==> config.mk <==
export PLATFORM = sky130hd
export DESIGN_NAME = uart_tx_fsm_flat
export DESIGN_NICKNAME = d
export VERILOG_FILES = /design/src/rtl/uart_tx_fsm_if.sv /design/src/rtl/uart_tx_fsm.sv /design/src/flat_wrapper.sv
export SDC_FILE = /design/constraint.sdc
export NUM_CORES = 1
export LEC_CHECK = 0
export ABC_AREA = 1
export BUFFER_PORTS_ARGS = -buffer_cell sky130_fd_sc_hd__buf_2
export CORE_MARGIN = 5
export CORE_UTILIZATION = 39
export DETAILED_ROUTE_END_ITERATION = 10
export PLACE_DENSITY = 0.62
export SYNTH_ARGS = -nofsm -noshare
export SYNTH_HDL_FRONTEND = slang
export SYNTH_SLANG_ARGS = --single-unit
==> constraint.sdc <==
create_clock -name clk -period 1.7 [get_ports clk]
set_input_delay 0.255 -clock clk [delete_from_list [all_inputs] [get_ports clk]]
set_output_delay 0.255 -clock clk [all_outputs]
set_load 0.02 [all_outputs]
==> src/rtl/uart_tx_fsm_if.sv <==
// Valid/ready word handshake between an upstream producer and the uart_tx_fsm sequencer.
// master = word producer, slave = transmitter.
interface uart_tx_fsm_if #(
  parameter int DATA_BITS = 8
);

  logic                 tx_valid;
  logic [DATA_BITS-1:0] tx_data;
  logic                 tx_ready;
  logic                 busy;

  modport master (
    output tx_valid,
    output tx_data,
    input  tx_ready,
    input  busy
  );

  modport slave (
    input  tx_valid,
    input  tx_data,
    output tx_ready,
    output busy
  );

endinterface

==> src/rtl/uart_tx_fsm.sv <==
// UART transmit sequencer: start bit, LSB-first data, optional even parity, one stop bit,
// each bit timed by an external bit-period counter. Parity enabled by `define UART_TX_PARITY_EN.
module uart_tx_fsm #(
  parameter int WIDTH        = 16,
  parameter int DATA_BITS    = 8,
  parameter int CLKS_PER_BIT = 16
) (
  input  logic             clk,
  input  logic             reset,
  uart_tx_fsm_if.slave     tx_if,
  output logic             cnt_en,
  output logic             cnt_clr,
  input  logic [WIDTH-1:0] cnt_value,
  output logic             txd
);

  localparam int                 IDX_W    = $clog2(DATA_BITS);
  localparam logic [WIDTH-1:0]   LAST_CNT = WIDTH'(CLKS_PER_BIT - 1);
  localparam logic [IDX_W-1:0]   LAST_IDX = IDX_W'(DATA_BITS - 1);

  typedef enum logic [2:0] {
    IDLE,
    START,
    DATA,
`ifdef UART_TX_PARITY_EN
    PARITY,
`endif
    STOP
  } state_t;

  state_t               r_state;
  logic                 r_txd;
  logic [DATA_BITS-1:0] r_shreg;
  logic [IDX_W-1:0]     r_bitIdx;
`ifdef UART_TX_PARITY_EN
  logic                 r_parity;
`endif

  logic w_idle;
  logic w_bitDone;

  // A count at or beyond the last tick ends the bit, so an overrun never stalls the frame.
  assign w_idle    = (r_state == IDLE);
  assign w_bitDone = !w_idle && (cnt_value >= LAST_CNT);

  assign cnt_en         = !w_idle;
  assign cnt_clr        = w_idle | w_bitDone;
  assign tx_if.tx_ready = w_idle;
  assign tx_if.busy     = !w_idle;
  assign txd            = r_txd;

  always_ff @(posedge clk or posedge reset) begin
    if (reset) begin
      r_state  <= IDLE;
      r_txd    <= 1'b1;
      r_shreg  <= '0;
      r_bitIdx <= '0;
`ifdef UART_TX_PARITY_EN
      r_parity <= 1'b0;
`endif
    end else begin
      case (r_state)
        IDLE: begin
          if (tx_if.tx_valid) begin
            r_shreg  <= tx_if.tx_data;
            r_state  <= START;
            r_txd    <= 1'b0;
`ifdef UART_TX_PARITY_EN
            r_parity <= ^tx_if.tx_data;
`endif
          end
        end
        START: begin
          if (w_bitDone) begin
            r_state  <= DATA;
            r_txd    <= r_shreg[0];
            r_bitIdx <= '0;
          end
        end
        DATA: begin
          if (w_bitDone) begin
            r_shreg <= r_shreg >> 1;
            if (r_bitIdx == LAST_IDX) begin
`ifdef UART_TX_PARITY_EN
              r_state <= PARITY;
              r_txd   <= r_parity;
`else
              r_state <= STOP;
              r_txd   <= 1'b1;
`endif
            end else begin
              r_txd    <= r_shreg[1];
              r_bitIdx <= r_bitIdx + 1'b1;
            end
          end
        end
`ifdef UART_TX_PARITY_EN
        PARITY: begin
          if (w_bitDone) begin
            r_state <= STOP;
            r_txd   <= 1'b1;
          end
        end
`endif
        STOP: begin
          r_txd <= 1'b1;
          if (w_bitDone) begin
            r_state <= IDLE;
          end
        end
        default: begin
          r_state <= IDLE;
          r_txd   <= 1'b1;
        end
      endcase
    end
  end

endmodule

==> src/flat_wrapper.sv <==
// flat-port wrapper written by rule: the top's interface ports become plain ports
module uart_tx_fsm_flat 
#(
  parameter int WIDTH        = 16,
  parameter int DATA_BITS    = 8,
  parameter int CLKS_PER_BIT = 16
)
  (clk, reset, cnt_en, cnt_clr, cnt_value, txd, tx_if_tx_valid, tx_if_tx_data, tx_if_tx_ready, tx_if_busy);
  uart_tx_fsm_if #(.DATA_BITS(DATA_BITS)) tx_if_i ();
  input  logic clk;
  input  logic reset;
  output logic cnt_en;
  output logic cnt_clr;
  input  logic [WIDTH-1:0] cnt_value;
  output logic txd;
  input wire logic [$bits(tx_if_i.tx_valid)-1:0] tx_if_tx_valid;
  input wire logic [$bits(tx_if_i.tx_data)-1:0] tx_if_tx_data;
  output wire logic [$bits(tx_if_i.tx_ready)-1:0] tx_if_tx_ready;
  output wire logic [$bits(tx_if_i.busy)-1:0] tx_if_busy;
  assign tx_if_i.tx_valid = tx_if_tx_valid;
  assign tx_if_i.tx_data = tx_if_tx_data;
  assign tx_if_tx_ready = tx_if_i.tx_ready;
  assign tx_if_busy = tx_if_i.busy;
  uart_tx_fsm #(.WIDTH(WIDTH), .DATA_BITS(DATA_BITS), .CLKS_PER_BIT(CLKS_PER_BIT)) u_core (.clk(clk), .reset(reset), .tx_if(tx_if_i), .cnt_en(cnt_en), .cnt_clr(cnt_clr), .cnt_value(cnt_value), .txd(txd));
endmodule
==> impl_metrics.yaml <==
drt:
  via_per_inst: 4.59
  detail-route-antenna-nets: 0
  wl_per_cell_microns: 11.0
  drc: 0
  drt-initial-drc-count: 20
  totalWireLength_mm: 1.85
  vias: 775
  drt_first_pass_iters: 4
final_layout:
  num_antenna_cells: 0
  design_area_sq_um: 1140
  nNetsFinal: 176
  layoutNonFillerInstCount: 169
  layout-area-overhead-vs-synth_pct: 24.5
  number_of_inserted_filler_cells_in_the_final_layout: 219
  final_layout_size_suffix_gt1_share_pct: 41.1
critical_path:
  critical_path_arrival_ps: 1280
  critPathLaunchType: "register"
  worstPathRequired_ps: 1440
  timing.reg2reg.worst_path_depth: 7
  worstPathCellList: "inv_1 -> ha_1 -> inv_2 -> nand3_1 -> buf_2"
  critical_path.max_fanout: 6
  timing.rr.end: "u_core.r_bitIdx[0]$_DFFE_PP0P_"
  timing.setup.critical_path_class: "reg -> out"
  endpoint_kind: "output port"
  critPathMaxStageDelay_ps: 380
  cp_slowest_cell: "sky130_fd_sc_hd__dfrtp_1"
  timing.rr.start: "u_core.r_bitIdx[0]$_DFFE_PP0P_"
  rrSetupSlack_ps: 180
synthesis:
  dominant_combinational_cell_family_by_area_after_synthesis: "simple AND/OR/NAND/NOR gates"
  yosys-top-cells-area: "sky130_fd_sc_hd__dfrtp_1 (36%), sky130_fd_sc_hd__nand2_1 (13%), sky130_fd_sc_hd__ha_1 (9.6%)"
  synth.ff_latch_count: 14
  synth_cell_types: 20
  fraction_of_the_mapped_netlist_area_in_simple_logic_gates_pct: 27.4
  synthesis.instances: 105
  synthXorXnorAreaFrac_pct: 0
  synth.cell_area_sq_um: 915
  yosys-mux-area-fraction_pct: 7.66
  synth_top_cell_by_area: "sky130_fd_sc_hd__dfrtp_1"
  synth_area_per_cell_sq_um: 8.71
  syn-num-nets: 139
  synth_compound_area_share_pct: 10.9
  synth_warnings: 0
  post_synthesis_sequential_area_ratio_pct: 38.4
  post_synth_fa_ha_maj_area_fraction_pct: 9.58
  synth_top_area_share_pct: 35.6
clocking:
  tritoncts: "yes"
  cts_max_path_buffers: 2
  hold_buffers: 0
  tritoncts.num_buffers: 3
  clkSlewWorstSetupHoldPaths_ps: 90
  h-tree-depth: 1
  total_clock_sinks: 14
  cts_resized: 0
  clock_latency_ps: 280
  cts.root.buffer_cell: "sky130_fd_sc_hd__clkbuf_4"
placement:
  post_dp_cell_area_sq_um: 1080
  buffer_ports.inserted: 31
  finalWeightedCongestion: 0.781
  place.detailed.instances: 162
  hpwl_reported_at_the_end_of_detailed_placement_mm: 1.48
sta:
  slew_headroom_pct: 64.1
  worstMarginPinSlew_ps: 538
  drv_slew: 0
  timing_hold_violations_final: 0
  timing.final.setup_violations: 0
  skew_final_ps: 4.50
  hold_ws_ps: 0.272
  min_period_ps: 1540
  grt_setup_unrepaired: "no"
  post-route-period-util_pct: 90.4
  total_negative_setup_slacks_ps: 0
  max_freq_mhz: 651
pwr:
  leakage_nw: 0.611
  ir_worst_vdd_v: 0.000937
  cellPowerDensity_nw_per_um2: 1800
  report.power.total_mw: 2.05
die:
  fp-row-count: 17
  pin_count: 32
  die_height_microns: 58.4
  die-width_microns: 58.4
  floorplan.initialDensity_pct: 41.0
  fp.coreArea_sq_um: 2230
  die_area_sq_um: 3410
min_path:
  worstHoldPathType: "in -> async"
job:
  max_cap_violations: 0
global_route:
  antenna_found_initial: 0
  global_route_wire_length_before_repair_mm: 3.24
  maximum_number_of_pins_on_one_net_before_global_route_repair: 17
  number_of_global_route_vias_before_repair: 780
  globalRouteOverflowTotal: 0
  track_usage_pct: 12.2
outcome:
  status: "completed"
stage by stage:
step	util [%]	setup slack, ps
floorplan	-	37.3
global placement	48.3	180
detailed placement	48.3	147
CTS	50.0	75.1
global route	51.0	12.8
finish	51.0	164
cell usage after synthesis:
cell / n
sky130_fd_sc_hd__a21oi_1: 2
sky130_fd_sc_hd__buf_12: 1
sky130_fd_sc_hd__buf_2: 1
sky130_fd_sc_hd__buf_4: 1
sky130_fd_sc_hd__dfrtp_1: 13
sky130_fd_sc_hd__dfstp_2: 1
sky130_fd_sc_hd__ha_1: 7
sky130_fd_sc_hd__inv_1: 6
sky130_fd_sc_hd__mux2i_1: 7
sky130_fd_sc_hd__nand2_1: 31
sky130_fd_sc_hd__nand2_2: 3
sky130_fd_sc_hd__nand2_4: 1
sky130_fd_sc_hd__nand3_1: 4
sky130_fd_sc_hd__nand3_4: 1
sky130_fd_sc_hd__nand3b_1: 1
sky130_fd_sc_hd__nor2_1: 9
sky130_fd_sc_hd__nor2_2: 2
sky130_fd_sc_hd__o21ai_0: 4
sky130_fd_sc_hd__o21ai_2: 8
sky130_fd_sc_hd__or2_2: 2
worst max-delay path: cells and delay by family, from the launching register on:
kind,cells,cell delay [ps]
adder cells (fa/ha/maj),1,210
buffers and inverters,3,330
flip-flops,1,380
AND/OR/NAND/NOR,1,70
registers in the layout (all words and copies together), names as in the netlist:
name             flops
u_core.r_bitIdx      3
u_core.r_shreg       8
u_core.r_state       2
u_core.txd           1
cells by family after synthesis:
group,Yosys count
adder cells (fa/ha/maj),7
multiplexers,7
AO/OA/AOI/OAI,14
AND/OR/NAND/NOR,54
flip-flops,14
buffers and inverters,9
worst max-delay path by stage:
stage	start	to	slack, ps	cells past startpoint
finish	u_core.r_state[0]$_DFFE_PP0P_	cnt_clr	160	5
global route	u_core.r_state[0]$_DFFE_PP0P_	u_core.r_state[1]$_DFFE_PP0P_	10	10
CTS	u_core.r_state[0]$_DFFE_PP0P_	cnt_clr	80	5
detailed placement	u_core.r_state[0]$_DFFE_PP0P_	u_core.r_shreg[2]$_DFFE_PP0P_	150	7
global placement	u_core.r_state[0]$_DFFE_PP0P_	u_core.r_shreg[2]$_DFFE_PP0P_	180	7
floorplan	u_core.r_state[0]$_DFFE_PP0P_	u_core.r_shreg[0]$_DFFE_PP0P_	40	7
final cells by class:
| class | instances | area [sq um] | area share, % |
|---|---|---|---|
| Multi-Input combinational cell | 82 | 508 | 44.6 |
| Sequential cell | 14 | 352 | 30.9 |
| Timing Repair Buffer | 35 | 185 | 16.3 |
| Clock buffer | 4 | 36.3 | 3.19 |
| Tap cell | 28 | 35.0 | 3.08 |
| Inverter | 6 | 22.5 | 1.98 |
routing by layer:
layer	track usage, %	wire length, microns	vias up
met5	0	0	-
met4	2.98	16	0
met3	4.61	101	2
met2	20.4	892	19
met1	14.9	841	344
li1	-	-	410
cell usage in the layout, fill, tap and decap left out:
master,instances
sky130_fd_sc_hd__nand3_1,4
sky130_fd_sc_hd__dfstp_2,1
sky130_fd_sc_hd__nor2_2,2
sky130_fd_sc_hd__inv_1,5
sky130_fd_sc_hd__a21oi_1,2
sky130_fd_sc_hd__ha_1,7
sky130_fd_sc_hd__nand3_4,1
sky130_fd_sc_hd__buf_2,31
sky130_fd_sc_hd__buf_4,4
sky130_fd_sc_hd__mux2i_1,7
sky130_fd_sc_hd__nor2_1,9
sky130_fd_sc_hd__o21ai_2,8
sky130_fd_sc_hd__nand2_4,1
sky130_fd_sc_hd__inv_2,1
sky130_fd_sc_hd__or2_2,2
sky130_fd_sc_hd__clkbuf_8,1
sky130_fd_sc_hd__nand3b_1,1
sky130_fd_sc_hd__clkbuf_4,3
sky130_fd_sc_hd__nand2_2,3
sky130_fd_sc_hd__dfrtp_1,13
sky130_fd_sc_hd__o21ai_0,4
sky130_fd_sc_hd__nand2_1,31
where the power goes:
part | internal [mW] | leakage (nW) | total, mW | switching [mW]
clock | 0.130 | 0.0210 | 0.238 | 0.108
combinational | 0.484 | 0.415 | 1.22 | 0.740
sequential | 0.498 | 0.175 | 0.584 | 0.0867
total | 1.11 | 0.611 | 2.05 | 0.935
repair_timing:
| item | CTS | global route |
|---|---|---|
| setup endpoints to repair | 0 | 4 |
| setup buffers | 0 | 3 |
| hold endpoints to repair | 0 | 0 |
Note: power is estimated with default switching activity, not from simulation.
